File: src/rtl/instr_queue_reg.sv
// instr_queue_reg: DEPTH-entry prefetch queue feeding the decode-stage
// instruction register. Fetch pushes, decode pops one word per unstalled
// cycle, flush discards everything, and a popped HALT word freezes the block.
// Optional build macro: INSTR_QUEUE_BYPASS_EN lets a push into an empty,
// unstalled queue load the instruction register directly on the same edge.
module instr_queue_reg #(
  parameter int          BITS       = 32,
  parameter int          DEPTH      = 4,
  parameter int          CNT_BITS   = $clog2(DEPTH + 1),
  parameter logic [31:0] NOP_INSTR  = 32'h0000_0020,
  parameter logic [31:0] HALT_INSTR = 32'hFFFF_FFFF
) (
  input  logic                i_clk,
  input  logic                i_rst,
  input  logic                i_fetch_valid,
  input  logic [BITS-1:0]     i_fetch_data,
  output logic                o_fetch_ready,
  input  logic                i_stall_pipe,
  input  logic                i_flush,
  output logic [BITS-1:0]     o_instr,
  output logic                o_instr_valid,
  output logic [5:0]          o_opcode,
  output logic [4:0]          o_rs,
  output logic [4:0]          o_rt,
  output logic [4:0]          o_rd,
  output logic [15:0]         o_imm,
  output logic [CNT_BITS-1:0] o_count,
  output logic                o_halted,
  output logic                o_drop_err
);

  localparam int PTR_W = (DEPTH > 1) ? $clog2(DEPTH) : 1;

  typedef enum logic {RUN = 1'b0, HALTED = 1'b1} state_t;

  state_t                r_state, w_state_nxt;
  logic [BITS-1:0]       r_mem [DEPTH];
  logic [PTR_W-1:0]      r_head, r_tail;
  logic [CNT_BITS-1:0]   r_count;
  logic [BITS-1:0]       r_instr;
  logic                  r_instr_valid;
  logic                  r_drop_err;

  logic                  w_run;
  logic                  w_ready;
  logic                  w_push;
  logic                  w_pop;
  logic                  w_bypass;
  logic                  w_enq;
  logic                  w_issue;
  logic [BITS-1:0]       w_issue_word;
  logic                  w_halt_hit;

  // Handshake and issue decisions; ready depends on registered state only.
  always_comb begin
    w_run   = (r_state == RUN);
    w_ready = w_run && (r_count < CNT_BITS'(DEPTH));
    w_push  = i_fetch_valid && w_ready;
    w_pop   = w_run && !i_flush && !i_stall_pipe && (r_count != '0);
`ifdef INSTR_QUEUE_BYPASS_EN
    w_bypass = w_run && !i_flush && !i_stall_pipe && (r_count == '0) && w_push;
`else
    w_bypass = 1'b0;
`endif
    w_enq        = w_push && !i_flush && !w_bypass;
    w_issue      = w_pop || w_bypass;
    w_issue_word = w_bypass ? i_fetch_data : r_mem[r_head];
    w_halt_hit   = w_issue && (w_issue_word == BITS'(HALT_INSTR));
  end

  // Next-state logic: only an issued HALT word leaves RUN; reset is the sole exit.
  always_comb begin
    w_state_nxt = r_state;
    if (r_state == RUN && w_halt_hit) w_state_nxt = HALTED;
  end

  // State register.
  always_ff @(posedge i_clk) begin
    if (i_rst) r_state <= RUN;
    else       r_state <= w_state_nxt;
  end

  // Queue storage; contents are don't-care whenever count says empty.
  always_ff @(posedge i_clk) begin
    if (w_enq) r_mem[r_tail] <= i_fetch_data;
  end

  // Pointers, occupancy and the issued instruction register.
  always_ff @(posedge i_clk) begin
    if (i_rst) begin
      r_head        <= '0;
      r_tail        <= '0;
      r_count       <= '0;
      r_instr       <= BITS'(NOP_INSTR);
      r_instr_valid <= 1'b0;
    end else if (r_state == HALTED) begin
      // Frozen: queue stays empty, HALT word stays visible.
      r_head  <= '0;
      r_tail  <= '0;
      r_count <= '0;
    end else if (i_flush) begin
      r_head        <= '0;
      r_tail        <= '0;
      r_count       <= '0;
      r_instr       <= BITS'(NOP_INSTR);
      r_instr_valid <= 1'b0;
    end else begin
      if (w_enq) r_tail <= r_tail + 1'b1;
      if (w_pop) r_head <= r_head + 1'b1;
      r_count <= r_count + CNT_BITS'(w_enq) - CNT_BITS'(w_pop);
      if (w_halt_hit) begin
        // Anything still queued (or pushed this edge) behind HALT is dropped.
        r_head  <= '0;
        r_tail  <= '0;
        r_count <= '0;
      end
      if (!i_stall_pipe) begin
        r_instr       <= w_issue ? w_issue_word : BITS'(NOP_INSTR);
        r_instr_valid <= w_issue;
      end
    end
  end

  // Sticky overflow flag: a push offered while running but not ready.
  always_ff @(posedge i_clk) begin
    if (i_rst)                                            r_drop_err <= 1'b0;
    else if (i_fetch_valid && !w_ready && w_run && !i_flush) r_drop_err <= 1'b1;
  end

  assign o_fetch_ready = w_ready;
  assign o_instr       = r_instr;
  assign o_instr_valid = r_instr_valid;
  assign o_opcode      = r_instr[31:26];
  assign o_rs          = r_instr[25:21];
  assign o_rt          = r_instr[20:16];
  assign o_rd          = r_instr[15:11];
  assign o_imm         = r_instr[15:0];
  assign o_count       = r_count;
  assign o_halted      = (r_state == HALTED);
  assign o_drop_err    = r_drop_err;

endmodule

File: config.mk
export PLATFORM = sky130hd
export DESIGN_NAME = instr_queue_reg
export DESIGN_NICKNAME = d
export VERILOG_FILES = /design/src/rtl/instr_queue_reg.sv
export SDC_FILE = /design/constraint.sdc
export NUM_CORES = 1
export LEC_CHECK = 0
export ABC_AREA = 1
export BUFFER_PORTS_ARGS = -buffer_cell sky130_fd_sc_hd__buf_2
export CAP_MARGIN = 20
export CORE_MARGIN = 1
export CORE_UTILIZATION = 30
export DETAILED_ROUTE_END_ITERATION = 10
export PLACE_DENSITY = 0.53
export REMOVE_ABC_BUFFERS = 1
export SLEW_MARGIN = 0
export SYNTH_ARGS = -nofsm -noshare
export SYNTH_HDL_FRONTEND = slang
export SYNTH_SLANG_ARGS = --single-unit
File: constraint.sdc
create_clock -name i_clk -period 3.25 [get_ports i_clk]
set_input_delay 0.1625 -clock i_clk [delete_from_list [all_inputs] [get_ports i_clk]]
set_output_delay 0.1625 -clock i_clk [all_outputs]
set_load 0.05 [all_outputs]
==> results.yml <==
final_layout:
  nFillCells: 2351
  fin_nets: 858
  n_antenna_cell: 0
  post-route-cell-area_mm2: 0.008792
  stdcell_count: 1146
  drive_above_1_share_pct: 21.04
  fin_util_pct: 37.35
  area_growth_pct: 22.04
routing:
  drc: 0
  wirelength_um: 16280
  drtPass1Iterations: 5
  antenna_left: 0
  vias: 4831
  via_per_inst: 4.216
  drt_first_iter_violations: 300
  wl_per_cell_um: 14.20
logic_synthesis:
  synth_edf_count: 128
  ys_seq_area_share_pct: 65.58
  synth.top_cell.area_share_pct: 53.35
  netlist_top_cells_area: "edfxtp_1 (53%), dfxtp_1 (12%), nand2_1 (11%)"
  synth.cell_area_mm2: 0.007204
  ys_seq_elements: 172
  synth_flop_cell: "edfxtp_1"
  ys.warnings.count: 0
  ys_async_sr_fraction_pct: 0
  avgSynthCellArea_um2: 10.26
  yosysTopAreaCell: "edfxtp_1"
  syn_inst: 702
  synth_cell_types: 27
worst_hold_path:
  hold_path_class: "primary input to flop"
sta:
  finalHoldViolCount: 0
  holdWs_ps: 152.0
  drv_slew: 0
  finalClockSkew_ps: 11.39
  fin_crit_ps: 2369
  grt_setup_unrepaired: "false"
  report.final.setup_viol: 0
  setup_ws_ps: 881.3
  max_slew_margin_pct: 57.74
  worstMarginPinSlew_ps: 633.8
  fin_tns_setup_ps: 0
  clock.fmax_ghz: 0.4222
  period_share_pct: 72.88
worst_setup_path:
  r2r_setup_slack_ps: 880
  criticalPathCategory: "flop to flop"
  crit_arrival_ps: 2680
  cp_max_fo: 43
  cp-end-kind: "flop"
  reg2regPathDepth: 11
  start_kind: "flop"
  cp.required_ps: 3560
grt:
  grt_pass1_wl_um: 25500
  grtUsageTotal_pct: 14.01
  grt-ovfl-total: 0
  grt_max_degree: 60
  grt_antenna_before_repair: 0
  grt_pass1_vias: 4664
place:
  io_buffers: 112
  pre_cts_slack_ps: 859.9
  place_hpwl_um: 10480
  gp_congestion: 0.7377
  post-place-cells: 1081
  placed_area_mm2: 0.007854
power_and_ir_drop:
  total_power_mw: 4.727
  power_per_cell_area_mw_per_mm2: 537.6
  power_leakage_nw: 3.688
  vdd_drop_max_uv: 244.2
clock_network:
  clk_pin_slew_worst_paths_ps: 70
  clockBufferDepth: 2
  clk-insertion-delay-late_ps: 430
  cts_setup_buffers: 0
  root_buffer: "clkbuf_16"
  numCtsBuffers: 17
  cts_tree: "built"
  htreeDepth: 4
  clock_sinks: 172
  cts_resized: 0
die:
  die_area_mm2: 0.02464
  dieWidth_um: 157.0
  io_pins: 113
  die_h_um: 157.0
  num_rows: 56
  start_util_pct: 30.60
  core_mm2: 0.02354
outcome:
  status: "finished, final reports clean"
run:
  drv_cap: 0
synthesized netlist by cell type (3+ instances only):
master	n
buf_6	5
clkbuf_1	8
buf_2	15
nand2_1	217
inv_1	77
nor2_1	29
or2_2	3
dfxtp_1	44
nand3_1	77
a21oi_1	34
ha_1	6
buf_4	39
edfxtp_1	128
xnor2_1	3
placed cells by master (no fill, tap or decap), types with 3 or more instances in the layout:
cell type / n
nand2_1: 217
edfxtp_1: 128
buf_2: 112
inv_1: 77
nand3_1: 77
dfxtp_1: 43
a21oi_1: 34
dlygate4sd3_1: 33
nor2_1: 25
clkbuf_16: 17
buf_4: 15
ha_1: 6
nor2_4: 4
or2_2: 3
xnor2_1: 3
clkinv_2: 3
inv_6: 3
bufinv_16: 3
clkinv_4: 3
logic make-up (layout without fill, tap and decap cells):
logic type / count (synthesis) / in the layout / share of synthesized area (%)
and+or+nand+nor: 333 / 333 / 19.10
muxes: 1 / 1 / 0.1563
AOI/OAI and AO/OA: 38 / 38 / 2.779
buffers and inverters: 146 / 271 / 10.45
adders and majority gates: 7 / 7 / 1.320
xor gates and xnor gates: 5 / 5 / 0.6080
DFF: 172 / 172 / 65.58
layout make-up:
class | count | area (um^2) | share of cell area [%]
flip-flops and latches | 172 | 4726 | 53.75
multi-input cells | 384 | 1757 | 19.98
repair buffers | 160 | 1003 | 11.41
clock buffers | 19 | 442.9 | 5.038
well taps | 319 | 399.1 | 4.540
inverters | 79 | 299.0 | 3.401
clock inverters | 13 | 165.2 | 1.878
power by group:
part	switching, mW	internal (mW)	leakage (nW)	total, mW
logic	0.145	0.0797	1.87	0.225
clock network	0.868	1.24	0.298	2.10
registers	0.0102	2.39	1.52	2.40
total	1.02	3.70	3.69	4.73
registers in the layout (all words and copies together), names as in the netlist, named ones only:
name / count
o_count: 3
o_drop_err: 1
r_mem: 128
r_tail: 2
o_halted: 1
o_instr_valid: 1
o_instr: 32
r_head: 2
worst max-delay path, stage by stage (launching register included):
cell and delay, ps:
dfxtp_2 610, buf_4 480, buf_4 230, nor2_1 50
nor2_1 70, nand2_1 60, a21oi_2 140, nand3_1 100
nor2_1 150, nand3_2 110, nand2_2 160, nor2_1 70
repair_timing:
action / in CTS / in global routing
hold buffers: 33 / 0
endpoints found under the setup margin: 0 / 0
endpoints found under the hold margin: 129 / 0
worst min-delay path by stage:
stage                          start           end  slack [ps]  cells after the start
global placement    i_fetch_data[19]  r_mem[0][19]         380                      1
floorplan                      i_rst      o_halted         230                      1
CTS                     i_stall_pipe    o_instr[5]         140                      4
global route                 i_flush    o_count[2]         210                      4
finish                  i_stall_pipe    o_instr[5]         150                      4
detailed placement  i_fetch_data[19]  r_mem[1][19]         380                      1
per-layer routing:
layer / GRT usage (%) / vias up / part of all wire, %
met5: 0 / - / 0
met4: 4.435 / 0 / 0.55
met3: 3.221 / 6 / 5.3
met2: 22.98 / 135 / 48
met1: 18.26 / 2223 / 46
li1: - / 2467 / -
(Power assumes the default switching activity.)
